File: src/rtl/tick_uart_tx_if.sv
// Word handshake between a parallel source and the tick-paced serial transmitter.
// The master modport is the word source and the slave modport is the transmitter.
interface tick_uart_tx_if #(
  parameter int unsigned DATA_W = 8
);
  logic [DATA_W-1:0] s_data;
  logic              s_valid;
  logic              s_ready;

  modport master (
    output s_data,
    output s_valid,
    input  s_ready
  );

  modport slave (
    input  s_data,
    input  s_valid,
    output s_ready
  );
endinterface

File: src/rtl/tick_uart_tx.sv
// Async serial framer paced by a divider tick: start, DATA_W data bits LSB first,
// optional parity, then STOP_BITS stop bits. tx/busy/done are registered.
module tick_uart_tx #(
  parameter int unsigned DATA_W     = 8,
  parameter int unsigned STOP_BITS  = 1,
  parameter int unsigned PARITY_EN  = 0,
  parameter int unsigned PARITY_ODD = 0
) (
  input  logic                clk,
  input  logic                rst,
  input  logic                tick,
  tick_uart_tx_if.slave       s,
  output logic                tx,
  output logic                busy,
  output logic                done
);

  localparam int unsigned     IDX_W     = (DATA_W > 1) ? $clog2(DATA_W) : 1;
  localparam logic [IDX_W-1:0] LAST_IDX = IDX_W'(DATA_W - 1);
  localparam logic            LAST_STOP = 1'(STOP_BITS - 1);
  localparam logic            ODD_FLIP  = 1'(PARITY_ODD);

  typedef enum logic [2:0] {
    ST_IDLE   = 3'd0,
    ST_ARMED  = 3'd1,
    ST_START  = 3'd2,
    ST_DATA   = 3'd3,
    ST_PARITY = 3'd4,
    ST_STOP   = 3'd5
  } state_t;

  state_t             state;
  logic [DATA_W-1:0]  shreg;
  logic [IDX_W-1:0]   bit_idx;
  logic               stop_cnt;
  logic               parity;

  logic               final_stop_c;
  logic               ready_c;
  logic               accept_c;

  // The tick that ends the last stop bit can also take the next word back-to-back.
  assign final_stop_c = (state == ST_STOP) && tick && (stop_cnt == LAST_STOP);
  assign ready_c      = (state == ST_IDLE) || final_stop_c;
  assign accept_c     = s.s_valid && ready_c;
  assign s.s_ready    = ready_c;

  always_ff @(posedge clk or negedge rst) begin
    if (!rst) begin
      state    <= ST_IDLE;
      tx       <= 1'b1;
      busy     <= 1'b0;
      done     <= 1'b0;
      shreg    <= '0;
      bit_idx  <= '0;
      stop_cnt <= 1'b0;
      parity   <= 1'b0;
    end else begin
      done <= 1'b0;
      case (state)
        // Ticks in IDLE are ignored, so a tick in the accept cycle never starts the frame.
        ST_IDLE: begin
          if (accept_c) begin
            shreg  <= s.s_data;
            parity <= (^s.s_data) ^ ODD_FLIP;
            busy   <= 1'b1;
            state  <= ST_ARMED;
          end
        end

        ST_ARMED: begin
          if (tick) begin
            tx    <= 1'b0;
            state <= ST_START;
          end
        end

        ST_START: begin
          if (tick) begin
            tx      <= shreg[0];
            shreg   <= shreg >> 1;
            bit_idx <= '0;
            state   <= ST_DATA;
          end
        end

        // shreg[0] always holds the next data bit to put on the line.
        ST_DATA: begin
          if (tick) begin
            if (bit_idx != LAST_IDX) begin
              tx      <= shreg[0];
              shreg   <= shreg >> 1;
              bit_idx <= bit_idx + IDX_W'(1);
            end else if (PARITY_EN != 0) begin
              tx    <= parity;
              state <= ST_PARITY;
            end else begin
              tx       <= 1'b1;
              stop_cnt <= 1'b0;
              state    <= ST_STOP;
            end
          end
        end

        ST_PARITY: begin
          if (tick) begin
            tx       <= 1'b1;
            stop_cnt <= 1'b0;
            state    <= ST_STOP;
          end
        end

        ST_STOP: begin
          if (tick) begin
            if (stop_cnt != LAST_STOP) begin
              stop_cnt <= stop_cnt + 1'b1;
            end else begin
              done <= 1'b1;
              if (accept_c) begin
                shreg  <= s.s_data;
                parity <= (^s.s_data) ^ ODD_FLIP;
                tx     <= 1'b0;
                state  <= ST_START;
              end else begin
                busy  <= 1'b0;
                state <= ST_IDLE;
              end
            end
          end
        end

        default: begin
          tx    <= 1'b1;
          busy  <= 1'b0;
          state <= ST_IDLE;
        end
      endcase
    end
  end

endmodule

File: src/flat_wrapper.sv
// flat-port wrapper written by rule: the top's interface ports become plain ports
module tick_uart_tx_flat 
#(
  parameter int unsigned DATA_W     = 8,
  parameter int unsigned STOP_BITS  = 1,
  parameter int unsigned PARITY_EN  = 0,
  parameter int unsigned PARITY_ODD = 0
)
  (clk, rst, tick, tx, busy, done, s_s_data, s_s_valid, s_s_ready);
  tick_uart_tx_if #(.DATA_W(DATA_W)) s_i ();
  input  logic clk;
  input  logic rst;
  input  logic tick;
  output logic tx;
  output logic busy;
  output logic done;
  input wire logic [$bits(s_i.s_data)-1:0] s_s_data;
  input wire logic [$bits(s_i.s_valid)-1:0] s_s_valid;
  output wire logic [$bits(s_i.s_ready)-1:0] s_s_ready;
  assign s_i.s_data = s_s_data;
  assign s_i.s_valid = s_s_valid;
  assign s_s_ready = s_i.s_ready;
  tick_uart_tx #(.DATA_W(DATA_W), .STOP_BITS(STOP_BITS), .PARITY_EN(PARITY_EN), .PARITY_ODD(PARITY_ODD)) u_core (.clk(clk), .rst(rst), .tick(tick), .s(s_i), .tx(tx), .busy(busy), .done(done));
endmodule
File: config.mk
export PLATFORM = sky130hd
export DESIGN_NAME = tick_uart_tx_flat
export DESIGN_NICKNAME = d
export VERILOG_FILES = /design/src/rtl/tick_uart_tx_if.sv /design/src/rtl/tick_uart_tx.sv /design/src/flat_wrapper.sv
export SDC_FILE = /design/constraint.sdc
export NUM_CORES = 1
export LEC_CHECK = 0
export CAP_MARGIN = 20
export CORE_AREA = 2 2 43 49
export CTS_BUF_LIST = sky130_fd_sc_hd__clkbuf_4 sky130_fd_sc_hd__clkbuf_8
export DETAILED_ROUTE_END_ITERATION = 8
export DIE_AREA = 0 0 45 51
export DONT_BUFFER_PORTS = 1
export PLACE_DENSITY_LB_ADDON = 0.15
export SLEW_MARGIN = 20
export SYNTH_ARGS = -nofsm -noshare
export SYNTH_HDL_FRONTEND = slang
export SYNTH_SLANG_ARGS = --single-unit
File: constraint.sdc
create_clock -name clk -period 3.94 [get_ports clk]
set_input_delay 0.788 -clock clk [delete_from_list [all_inputs] [get_ports clk]]
set_output_delay 0.788 -clock clk [all_outputs]
set_load 0.005 [all_outputs]
==> impl_metrics.py <==
metrics = {
    "place": {
        "routabilityCongestion": 0.691,
        "hpwl_um": 1140,
        "post-place-ws_ns": 1.97,
        "port_buffers": 0,
    },
    "die": {
        "die_area_um2": 2300,
        "core-area_um2": 1870,
        "start_util_pct": 50.5,
        "rows": 17,
        "dieHeight_um": 51,
        "dieWidth_um": 45,
        "io_pins": 16,
    },
    "final_layout": {
        "fin_util_pct": 50.9,
        "area_growth_pct": 0.661,
        "final_net_count": 104,
        "regArea_um2": 427,
        "drive_above_1_share_pct": 12.4,
        "antenna_cells": 0,
        "fill_cells": 179,
        "multiInputGateArea_um2": 470,
    },
    "logic_synthesis": {
        "synthTopCellsByArea": "dfrtp_1, mux2i_1, o21ai_0",
        "synth_edf_count": 0,
        "synth_top_area_share_pct": 42.3,
        "syn_nets": 106,
        "synth_cell_types": 29,
        "synth.cell_area_um2": 946,
        "synth_top_area_cell": "dfrtp_1",
        "async_reset_ff_share_pct": 100,
        "synth_common_cells": "dfrtp_1, nand2_1, o21ai_0, mux2i_1, nor2_1",
        "netlist_instances": 92,
        "synth_seq_area_share_pct": 45.1,
        "ys_warn_count": 0,
        "syn_area_per_cell_um2": 10.3,
        "ys_ff_latch": 17,
        "synthFlopType": "dfrtp_1",
        "yosysMostFrequentCell": "dfrtp_1",
    },
    "sta": {
        "max_slew_margin_pct": 61.2,
        "min_period_ns": 2.12,
        "hold_viol_final": 0,
        "worst-slew-pin-transition_ns": 0.582,
        "rsz0062_at_grt": "no",
        "finalWorstSetupSlack_ns": 1.82,
        "setup_viol": 0,
        "slew_violations": 0,
        "fin_hold_ws_ns": 0.171,
        "finalCritPeriodShare_pct": 53.9,
        "fin_skew_ns": 0.00328,
        "tns_ns": 0,
        "fmax_mhz": 471,
    },
    "critical_path": {
        "worstPathRequired_ns": 3.15,
        "reg2reg_from": "u_core.bit_idx[0]$_DFFE_PN0P_",
        "critical_path_arrival_ns": 1.34,
        "crit_start": "u_core.state[0]$_DFFE_PN0P_",
        "cpMaxStageDelayCell": "dfrtp_1",
        "endpoint": "s_s_ready",
        "regToRegEndpoint": "u_core.shreg[1]$_DFFE_PN0P_",
        "crit_type": "register to output port",
        "crit_top_cell": "nor2_1",
        "crit_path_max_incr_delay_ns": 0.55,
        "r2r_cells": 5,
        "crit_path_start_kind": "register",
        "ff2ff_setup_slack_ns": 2.02,
        "path_max_fanout": 16,
        "crit_chain": "nor2_1, nor2_1, nor2_1",
        "critical_path.endpoint_type": "output port",
    },
    "clock_tree": {
        "clock_latency_ns": 0.29,
        "ctsResizeCount": 0,
        "post_cts_buffers": 0,
        "max-clock-path-buffers": 2,
        "cts_max_level": 1,
        "cts_tree": "yes",
        "cts_root_buf": "clkbuf_4",
        "cts_sinks": 17,
        "cts-buffers-inserted": 3,
        "clkTransAtPathRegs_ns": 0.11,
        "holdBufCountCts": 0,
    },
    "status": {
        "status": "finished clean",
    },
    "grt": {
        "track_usage_pct": 18.2,
        "first_global_vias": 659,
        "antenna_found_initial": 0,
        "grt_pass1_wl_um": 2990,
        "grt-ovfl-total": 0,
        "grt_max_degree": 18,
    },
    "detailed_routing": {
        "finalWirelength_um": 1600,
        "ant_nets": 0,
        "drc": 0,
        "drt-vias-per-instance": 5.98,
        "routed-via-count": 646,
        "wl_per_cell_um": 14.8,
        "drt_pass1_iterations": 4,
        "first_iter_violations": 8,
    },
    "pwr": {
        "ir_worst_vdd_uv": 332,
        "power.total_uw": 554,
        "p_leak_nw": 0.408,
        "power_density_nw_per_um2": 581,
    },
    "flow_run": {
        "max_cap_violations": 0,
    },
    "min_path": {
        "min_path_type": "input pin to asynchronous set/reset pin",
    },
}
-- worst max-delay path, delay by kind of cell (launching register included) --
kind             cells  cell delay, ns
flip-flops           1            0.55
AND/OR/NAND/NOR      3            0.48
-- area by class of cell --
type | instances | share of cell area, %
multi-input combinational | 67 | 49.4
sequential | 17 | 44.8
tap | 19 | 2.50
clock buffer | 3 | 2.37
clock inverter | 1 | 0.526
inverter | 1 | 0.394
-- cell usage in the layout (no fill, tap or decap), types with 2 or more instances in the layout --
cell type  instances
a211o_1            2
a22o_1             5
clkbuf_4           3
dfrtp_1           16
ha_1               2
mux2_2             3
mux2i_1            7
nand2_1           13
nand2b_1           2
nor2_1             6
o21a_1             2
o21ai_0           12
-- sequential cells by signal, summed over array words and instances, names as in the netlist --
register,flops
u_core.state,3
u_core.bit_idx,3
u_core.busy,1
u_core.shreg,8
u_core.done,1
u_core.tx,1
-- metrics by stage --
stage	cells	cell area [µm²]
global placement	104	925
finish	108	952
floorplan	92	946
global route	108	952
detailed placement	104	925
CTS	108	952
-- worst min-delay path by stage --
stage | end | cells past startpoint | from | slack (ns)
after global placement | u_core.shreg[7]$_DFFE_PN0P_ | 2 | u_core.shreg[7]$_DFFE_PN0P_ | 0.47
final | u_core.done$_DFF_PN0_ | 0 | rst | 0.17
after global routing | u_core.shreg[7]$_DFFE_PN0P_ | 0 | rst | 0.15
after CTS | u_core.shreg[7]$_DFFE_PN0P_ | 0 | rst | 0.17
after detailed placement | u_core.shreg[4]$_DFFE_PN0P_ | 2 | u_core.shreg[4]$_DFFE_PN0P_ | 0.48
after floorplan | u_core.shreg[1]$_DFFE_PN0P_ | 2 | u_core.shreg[1]$_DFFE_PN0P_ | 0.45
-- cells by family after synthesis --
group	after synthesis	synth area share (%)
AOI/OAI and AO/OA	27	20.8
DFF	17	45.1
buffers and inverters	8	5.16
adders and majority gates	2	2.65
and+or+nand+nor	27	13.8
muxes	11	12.6
-- layer usage --
layer	share of wire, %	track usage (%)	routed length, µm	vias up
met4	3.0	11.8	48	0
met2	48	27.9	770	13
met5	0	0	0	-
met3	3.9	2.12	63	4
li1	-	-	-	323
met1	45	23.7	717	306
-- where the power goes --
group          internal, mW  switching (mW)  total, mW
logic                0.0943          0.0829      0.177
registers             0.225          0.0546      0.280
clock network        0.0378          0.0584     0.0962
(Power assumes the default switching activity.)
